--- src/rtl/hash_scoreboard.sv ---
// Open-addressed command-ID -> processor-ID scoreboard with linear probing and tombstone deletes.
// One request in flight; each PROBE cycle inspects one slot, responses strobe o_ack in RESP.
module hash_scoreboard #(
    parameter int DEPTH = 8,
    parameter int KEY_W = 8,
    parameter int VAL_W = 3,
    localparam int IW = $clog2(DEPTH),
    localparam int CW = $clog2(DEPTH + 1)
) (
    input  logic             i_clk,
    input  logic             i_rstn,
    // Handshake: a request transfers on the rising edge where i_req && o_ready;
    // operands must be stable in that cycle, o_ready is high only in IDLE.
    input  logic             i_req,
    output logic             o_ready,
    input  logic [1:0]       i_op,
    input  logic [KEY_W-1:0] i_key,
    input  logic [VAL_W-1:0] i_val,
    input  logic             i_clear,
    output logic             o_ack,
    output logic             o_hit,
    output logic             o_dup,
    output logic             o_full,
    output logic [VAL_W-1:0] o_val,
    output logic [IW-1:0]    o_idx,
    output logic [CW-1:0]    o_count,
    output logic [1:0]       o_state
);

    typedef enum logic [1:0] {S_IDLE = 2'd0, S_PROBE = 2'd1, S_RESP = 2'd2} state_t;

    localparam logic [1:0] OP_LOOKUP = 2'b00;
    localparam logic [1:0] OP_INSERT = 2'b01;
    localparam logic [1:0] OP_DELKEY = 2'b10;
    localparam logic [1:0] OP_DELVAL = 2'b11;

    localparam logic [1:0] SL_EMPTY = 2'd0;
    localparam logic [1:0] SL_VALID = 2'd1;
    localparam logic [1:0] SL_DEL   = 2'd2;

    state_t r_state, w_next;

    logic [1:0]       r_st  [DEPTH];
    logic [KEY_W-1:0] r_kmem[DEPTH];
    logic [VAL_W-1:0] r_vmem[DEPTH];

    logic [1:0]       r_op;
    logic [KEY_W-1:0] r_key;
    logic [VAL_W-1:0] r_val;
    logic [IW-1:0]    r_p;
    logic [IW-1:0]    r_n;
    logic             r_cand_v;
    logic [IW-1:0]    r_cand;
    logic [CW-1:0]    r_count;

    logic             w_accept;
    logic             w_free;
    logic             w_last;
    logic             w_key_match;
    logic             w_val_match;
    logic             w_hit;
    logic             w_done;
    logic             w_cand_v;
    logic [IW-1:0]    w_cand_idx;
    logic             w_is_del;

    assign o_ready  = (r_state == S_IDLE);
    assign o_count  = r_count;
    assign o_state  = r_state;
    assign w_accept = i_req && (r_state == S_IDLE) && !i_clear;

    // Decision logic for the slot currently under the probe index.
    always_comb begin
        w_free      = (r_st[r_p] != SL_VALID);
        w_last      = (r_n == IW'(DEPTH - 1));
        w_key_match = (r_st[r_p] == SL_VALID) && (r_kmem[r_p] == r_key);
        w_val_match = (r_st[r_p] == SL_VALID) && (r_vmem[r_p] == r_val);
        w_cand_v    = r_cand_v || w_free;
        w_cand_idx  = r_cand_v ? r_cand : r_p;
        w_is_del    = (r_op == OP_DELKEY) || (r_op == OP_DELVAL);
        w_hit       = 1'b0;
        w_done      = 1'b0;
        case (r_op)
            OP_DELVAL: begin
                w_hit  = w_val_match;
                w_done = w_val_match || w_last;
            end
            default: begin
                w_hit  = w_key_match;
                w_done = w_key_match || (r_st[r_p] == SL_EMPTY) || w_last;
            end
        endcase
    end

    always_comb begin
        w_next = r_state;
        if (i_clear) begin
            w_next = S_IDLE;
        end else begin
            case (r_state)
                S_IDLE:  if (w_accept) w_next = S_PROBE;
                S_PROBE: if (w_done) w_next = S_RESP;
                S_RESP:  w_next = S_IDLE;
                default: w_next = S_IDLE;
            endcase
        end
    end

    always_ff @(posedge i_clk or negedge i_rstn) begin
        if (!i_rstn) r_state <= S_IDLE;
        else         r_state <= w_next;
    end

    always_ff @(posedge i_clk or negedge i_rstn) begin
        if (!i_rstn) begin
            for (int i = 0; i < DEPTH; i++) begin
                r_st[i]   <= SL_EMPTY;
                r_kmem[i] <= '0;
                r_vmem[i] <= '0;
            end
            r_op     <= OP_LOOKUP;
            r_key    <= '0;
            r_val    <= '0;
            r_p      <= '0;
            r_n      <= '0;
            r_cand_v <= 1'b0;
            r_cand   <= '0;
            r_count  <= '0;
            o_ack    <= 1'b0;
            o_hit    <= 1'b0;
            o_dup    <= 1'b0;
            o_full   <= 1'b0;
            o_val    <= '0;
            o_idx    <= '0;
        end else if (i_clear) begin
            for (int i = 0; i < DEPTH; i++) r_st[i] <= SL_EMPTY;
            r_count <= '0;
            o_ack   <= 1'b0;
        end else begin
            o_ack <= 1'b0;
            case (r_state)
                S_IDLE: begin
                    if (w_accept) begin
                        r_op     <= i_op;
                        r_key    <= i_key;
                        r_val    <= i_val;
                        r_p      <= (i_op == OP_DELVAL) ? '0 : i_key[IW-1:0];
                        r_n      <= '0;
                        r_cand_v <= 1'b0;
                    end
                end
                S_PROBE: begin
                    if (w_done) begin
                        o_ack  <= 1'b1;
                        o_hit  <= w_hit;
                        o_dup  <= (r_op == OP_INSERT) && w_hit;
                        o_full <= (r_op == OP_INSERT) && !w_hit && !w_cand_v;
                        o_idx  <= r_p;
                        o_val  <= r_vmem[r_p];
                        if ((r_op == OP_INSERT) && !w_hit && w_cand_v) begin
                            r_st[w_cand_idx]   <= SL_VALID;
                            r_kmem[w_cand_idx] <= r_key;
                            r_vmem[w_cand_idx] <= r_val;
                            r_count            <= r_count + CW'(1);
                            o_idx              <= w_cand_idx;
                            o_val              <= r_val;
                        end
                        if (w_is_del && w_hit) begin
                            // Removing the last live entry wipes tombstones so chains restart short.
                            if (r_count == CW'(1)) begin
                                for (int i = 0; i < DEPTH; i++) r_st[i] <= SL_EMPTY;
                            end else begin
                                r_st[r_p] <= SL_DEL;
                            end
                            r_count <= r_count - CW'(1);
                        end
                    end else begin
                        r_p <= r_p + IW'(1);
                        r_n <= r_n + IW'(1);
                        if (!r_cand_v && w_free) begin
                            r_cand_v <= 1'b1;
                            r_cand   <= r_p;
                        end
                    end
                end
                default: ;
            endcase
        end
    end

endmodule

--- config.mk ---
export PLATFORM = sky130hd
export DESIGN_NAME = hash_scoreboard
export DESIGN_NICKNAME = d
export VERILOG_FILES = /design/src/rtl/hash_scoreboard.sv
export SDC_FILE = /design/constraint.sdc
export NUM_CORES = 1
export LEC_CHECK = 0
export CAP_MARGIN = 10
export CORE_MARGIN = 2
export CORE_UTILIZATION = 50
export CTS_CLUSTER_SIZE = 10
export DETAILED_ROUTE_END_ITERATION = 6
export PLACE_DENSITY_LB_ADDON = 0.3
export RECOVER_POWER = 50
export SLEW_MARGIN = 20
export SYNTH_ARGS = -nofsm -noshare
export SYNTH_HDL_FRONTEND = slang
export SYNTH_SLANG_ARGS = --single-unit
--- constraint.sdc ---
create_clock -name i_clk -period 5.2 [get_ports i_clk]
set_input_delay 1.56 -clock i_clk [delete_from_list [all_inputs] [get_ports i_clk]]
set_output_delay 1.56 -clock i_clk [all_outputs]
set_load 0.02 [all_outputs]
==> summary.md <==
| Metric | Value |
|---|---|
| Horiz. Die Dim | `124 µm` |
| Ant. Diodes | `0` |
| Tightest Pin Transition | `2.03 ns` |
| Num rows | `43` |
| Post-CTS setup buffers | `0` |
| Area leader, netlist | `dfrtp_1` |
| Pin count of the biggest net entering global routing | `83` |
| Total GRT Usage | `23.9%` |
| Reg clk slew, reported paths | `0.06 ns` |
| Max rail drop VDD | `0.296 mV` |
| 1st-pass router iterations | `5` |
| Share of layout cells above drive strength 1 | `26.6%` |
| Fill cell count | `1109` |
| Post-synthesis average cell area | `12.5 µm²` |
| DIE HEIGHT | `124 µm` |
| Setup TNS | `0 ns` |
| Top cells by area, synth | `dfrtp_1 (49%), mux2_2 (12%), mux2_1 (5.0%)` |
| Sw Share | `35.4%` |
| Hold Path Cell Cnt | `2` |
| Core Region | `14000 µm²` |
| Die area | `15500 µm²` |
| Final antenna-violating net count | `0` |
| Flop pwr share | `39.3%` |
| Antenna violations before repair | `0` |
| Vias after detailed routing | `5020` |
| Cts bufs inserted | `17` |
| Startpoint types | `register` |
| EDFF count, synth | `0` |
| Power share of the combinational group | `32.9%` |
| Nets | `634` |
| Syn nets | `602` |
| Cell area power density | `535 nW/µm²` |
| Period Utilization, post-route | `83.6%` |
| Synthesized instance count | `579` |
| Max Clk Rate | `230 MHz` |
| Worst slew margin | `-35.1%` |
| Post-Route WL | `17700 µm` |
| Hold-fix buffers at CTS | `0` |
| Vias per inst | `6.24` |
| IO Count | `34` |
| Ys async rst share | `100%` |
| Initial Util | `51.6%` |
| Outcome | `complete, but fails checks` |
| Port-buffer cells | `33` |
| Number of remaining DRC errors | `0` |
| Final setup fails | `0` |
| RSZ-0062 raised after global routing | `no` |
| Slew Limit Fails | `83` |
| DP Area | `7780 µm²` |
| #FFs+latches synth | `143` |
| Sink Count | `143` |
| Total of max-cap violations | `1` |
| Worst EP arrival | `4.66 ns` |
| Vias in the first global route | `5112` |
| Final min period | `4.34 ns` |
| Worst EP required | `5.51 ns` |
| CTS Root Cell | `clkbuf_16` |
| Failing checks | `capacitance limit, slew limit` |
| Global-route wire length before repair | `28800 µm` |
| Int Pwr | `2.89 mW` |
| Starting DRT DRC Count | `456` |
| # resized after CTS | `0` |
| Routed wire length per instance | `22.1 µm` |
| Crit path largest cell delay | `0.88 ns` |
| Pleak | `3.85 nW` |
| Area share of the largest cell type after synthesis | `49.4%` |
| Fin. Hold Viols | `0` |
| Synth warn | `0` |
| Post-synth cell types | `69` |
| Hold Path Class | `reg -> reg` |
| Sequential share of the synthesized area | `49.4%` |
| Clock Skews | `0.00623 ns` |
| Crit path kind | `reg -> reg` |
| Gpl congestion | `0.870` |
| H-tree Lvls | `4` |
| Worst-path fanout max | `19` |
| CP cell instances | `buf_12, mux4_2, mux2i_1, xor2_1, nand3_1, nor4_4, o31ai_4, buf_4, inv_2, and3_1, mux2_2` |
| Hpwl dp | `12200 µm` |
| Synthesis-to-layout area growth | `15.4%` |
| Clock Path Buffers | `2` |
| Final design utilization | `59.5%` |
| CTS tree | `built` |
| Switching pwr | `1.58 mW` |
| Syn Std Cell Area | `7240 µm²` |
| Clk_lat worst skew | `0.43 ns` |
| Worst r2r path cells | `11` |
| Main synth FF type | `dfrtp_1` |
| Clk pwr share | `27.8%` |
| Post-route cell area | `8360 µm²` |
| Element type at the critical path end | `register` |
| Grt total ovfl | `0` |
| CP max-delay cell | `dfrtp_1` |
==> final timing paths <==
check	startpoint	endpoint	slack [ns]
worst max-delay path	r_p[0]$_DFFE_PN0P_	r_kmem[43]$_DFFE_PN0P_	0.86
worst min-delay path	o_idx[2]$_DFFE_PN0P_	o_idx[2]$_DFFE_PN0P_	0.48
worst max register to register	r_p[0]$_DFFE_PN0P_	r_kmem[43]$_DFFE_PN0P_	0.86
worst min register to register	o_idx[2]$_DFFE_PN0P_	o_idx[2]$_DFFE_PN0P_	0.48
max in group asynchronous	i_rstn	r_vmem[19]$_DFFE_PN0P_	1.35
min in group asynchronous	i_rstn	r_kmem[0]$_DFFE_PN0P_	1.71
==> placed cells by master, fill, tap and decap left out, types with 15 or more instances in the layout <==
cell | netlist | final
mux2i_1 | 23 | 23
clkdlybuf4s50_1 | 0 | 31
mux2_1 | 32 | 32
buf_4 | 5 | 17
clkbuf_16 | 0 | 17
nor2_1 | 16 | 16
o21ai_0 | 17 | 17
mux2_2 | 80 | 80
a21oi_1 | 15 | 15
nand2_1 | 17 | 17
dfrtp_1 | 143 | 143
==> synthesized netlist by cell type (5+ instances only) <==
master,number
buf_4,5
mux2_1,32
o22ai_1,11
nor2_1,16
mux2_4,9
a21oi_1,15
nand2b_1,5
o31ai_1,5
nor4b_1,5
nor2b_1,9
ha_1,6
nor3_1,10
mux4_2,8
a221o_1,7
buf_2,12
a22oi_1,7
o211ai_1,6
clkbuf_1,18
dfrtp_1,143
and3_1,6
mux2_2,80
inv_1,10
a31oi_1,5
o21ai_0,17
mux2i_1,23
nand3_1,10
nand2_1,17
==> through the flow <==
step / instances / power, mW / hold slack, ns / setup slack [ns]
3_3_place_gp: 772 / 3.18 / 0.459 / 0.928
4_1_cts: 804 / 4.47 / 0.483 / 0.862
6_report: 804 / 4.47 / 0.476 / 0.855
2_1_floorplan: 579 / 2.73 / 0.450 / 1.99
3_5_place_dp: 772 / 3.22 / 0.469 / 0.884
5_1_grt: 804 / 4.71 / 0.499 / 0.613
==> cell families (layout without fill, tap and decap cells) <==
family	after synthesis	count (layout)	share of synthesized area, %
mux	152	152	24.9
flops	143	143	49.4
compound gates	112	112	11.7
simple gates	105	105	8.50
buf+inv	55	100	3.73
fa+ha+maj	6	6	1.04
xor+xnor	6	6	0.726
==> state kept, by name, indices dropped and copies added, names as in the netlist <==
register / flops
r_n: 3
r_p: 3
r_st: 16
o_dup: 1
o_count: 4
o_full: 1
r_vmem: 24
r_kmem: 64
o_state: 2
r_val: 3
o_val: 3
o_ack: 1
r_cand: 3
r_op: 2
o_idx: 3
r_cand_v: 1
o_hit: 1
r_key: 8
==> routing by layer <==
| metal | share of wire, % | wire length, µm | GRT usage (%) |
|---|---|---|---|
| met5 | 0 | 0 | 0 |
| met1 | 45 | 7900 | 33.2 |
| met2 | 46 | 8190 | 36.4 |
| met3 | 6.2 | 1110 | 5.33 |
| met4 | 3.0 | 528 | 10.2 |
==> power by group through the flow <==
stage	registers (mW)	logic, mW	clock network (mW)
finish	1.76	1.47	1.24
global placement	1.74	1.43	0
CTS	1.75	1.47	1.26
detailed placement	1.76	1.45	0
global route	1.80	1.60	1.31
floorplan	1.59	1.14	0
==> worst max-delay path, delay by kind of cell, from the launching register on <==
kind                      cells  cell delay, ns
AOI/OAI and AO/OA             1            0.17
xor gates and xnor gates      1            0.18
buffers and inverters         3            0.60
DFF                           1            0.88
muxes                         3            1.26
and+or+nand+nor               3            1.11
==> final cells by class <==
cell class | count | area [µm²] | share of cell area [%]
Sequential cell | 143 | 3580 | 42.8
Multi-Input combinational cell | 381 | 3420 | 40.9
Timing Repair Buffer | 55 | 489 | 5.85
Clock buffer | 21 | 460 | 5.51
Tap cell | 180 | 225 | 2.70
Clock inverter | 11 | 139 | 1.66
Inverter | 13 | 48.8 | 0.584
Power figures use the tool's default switching activity.
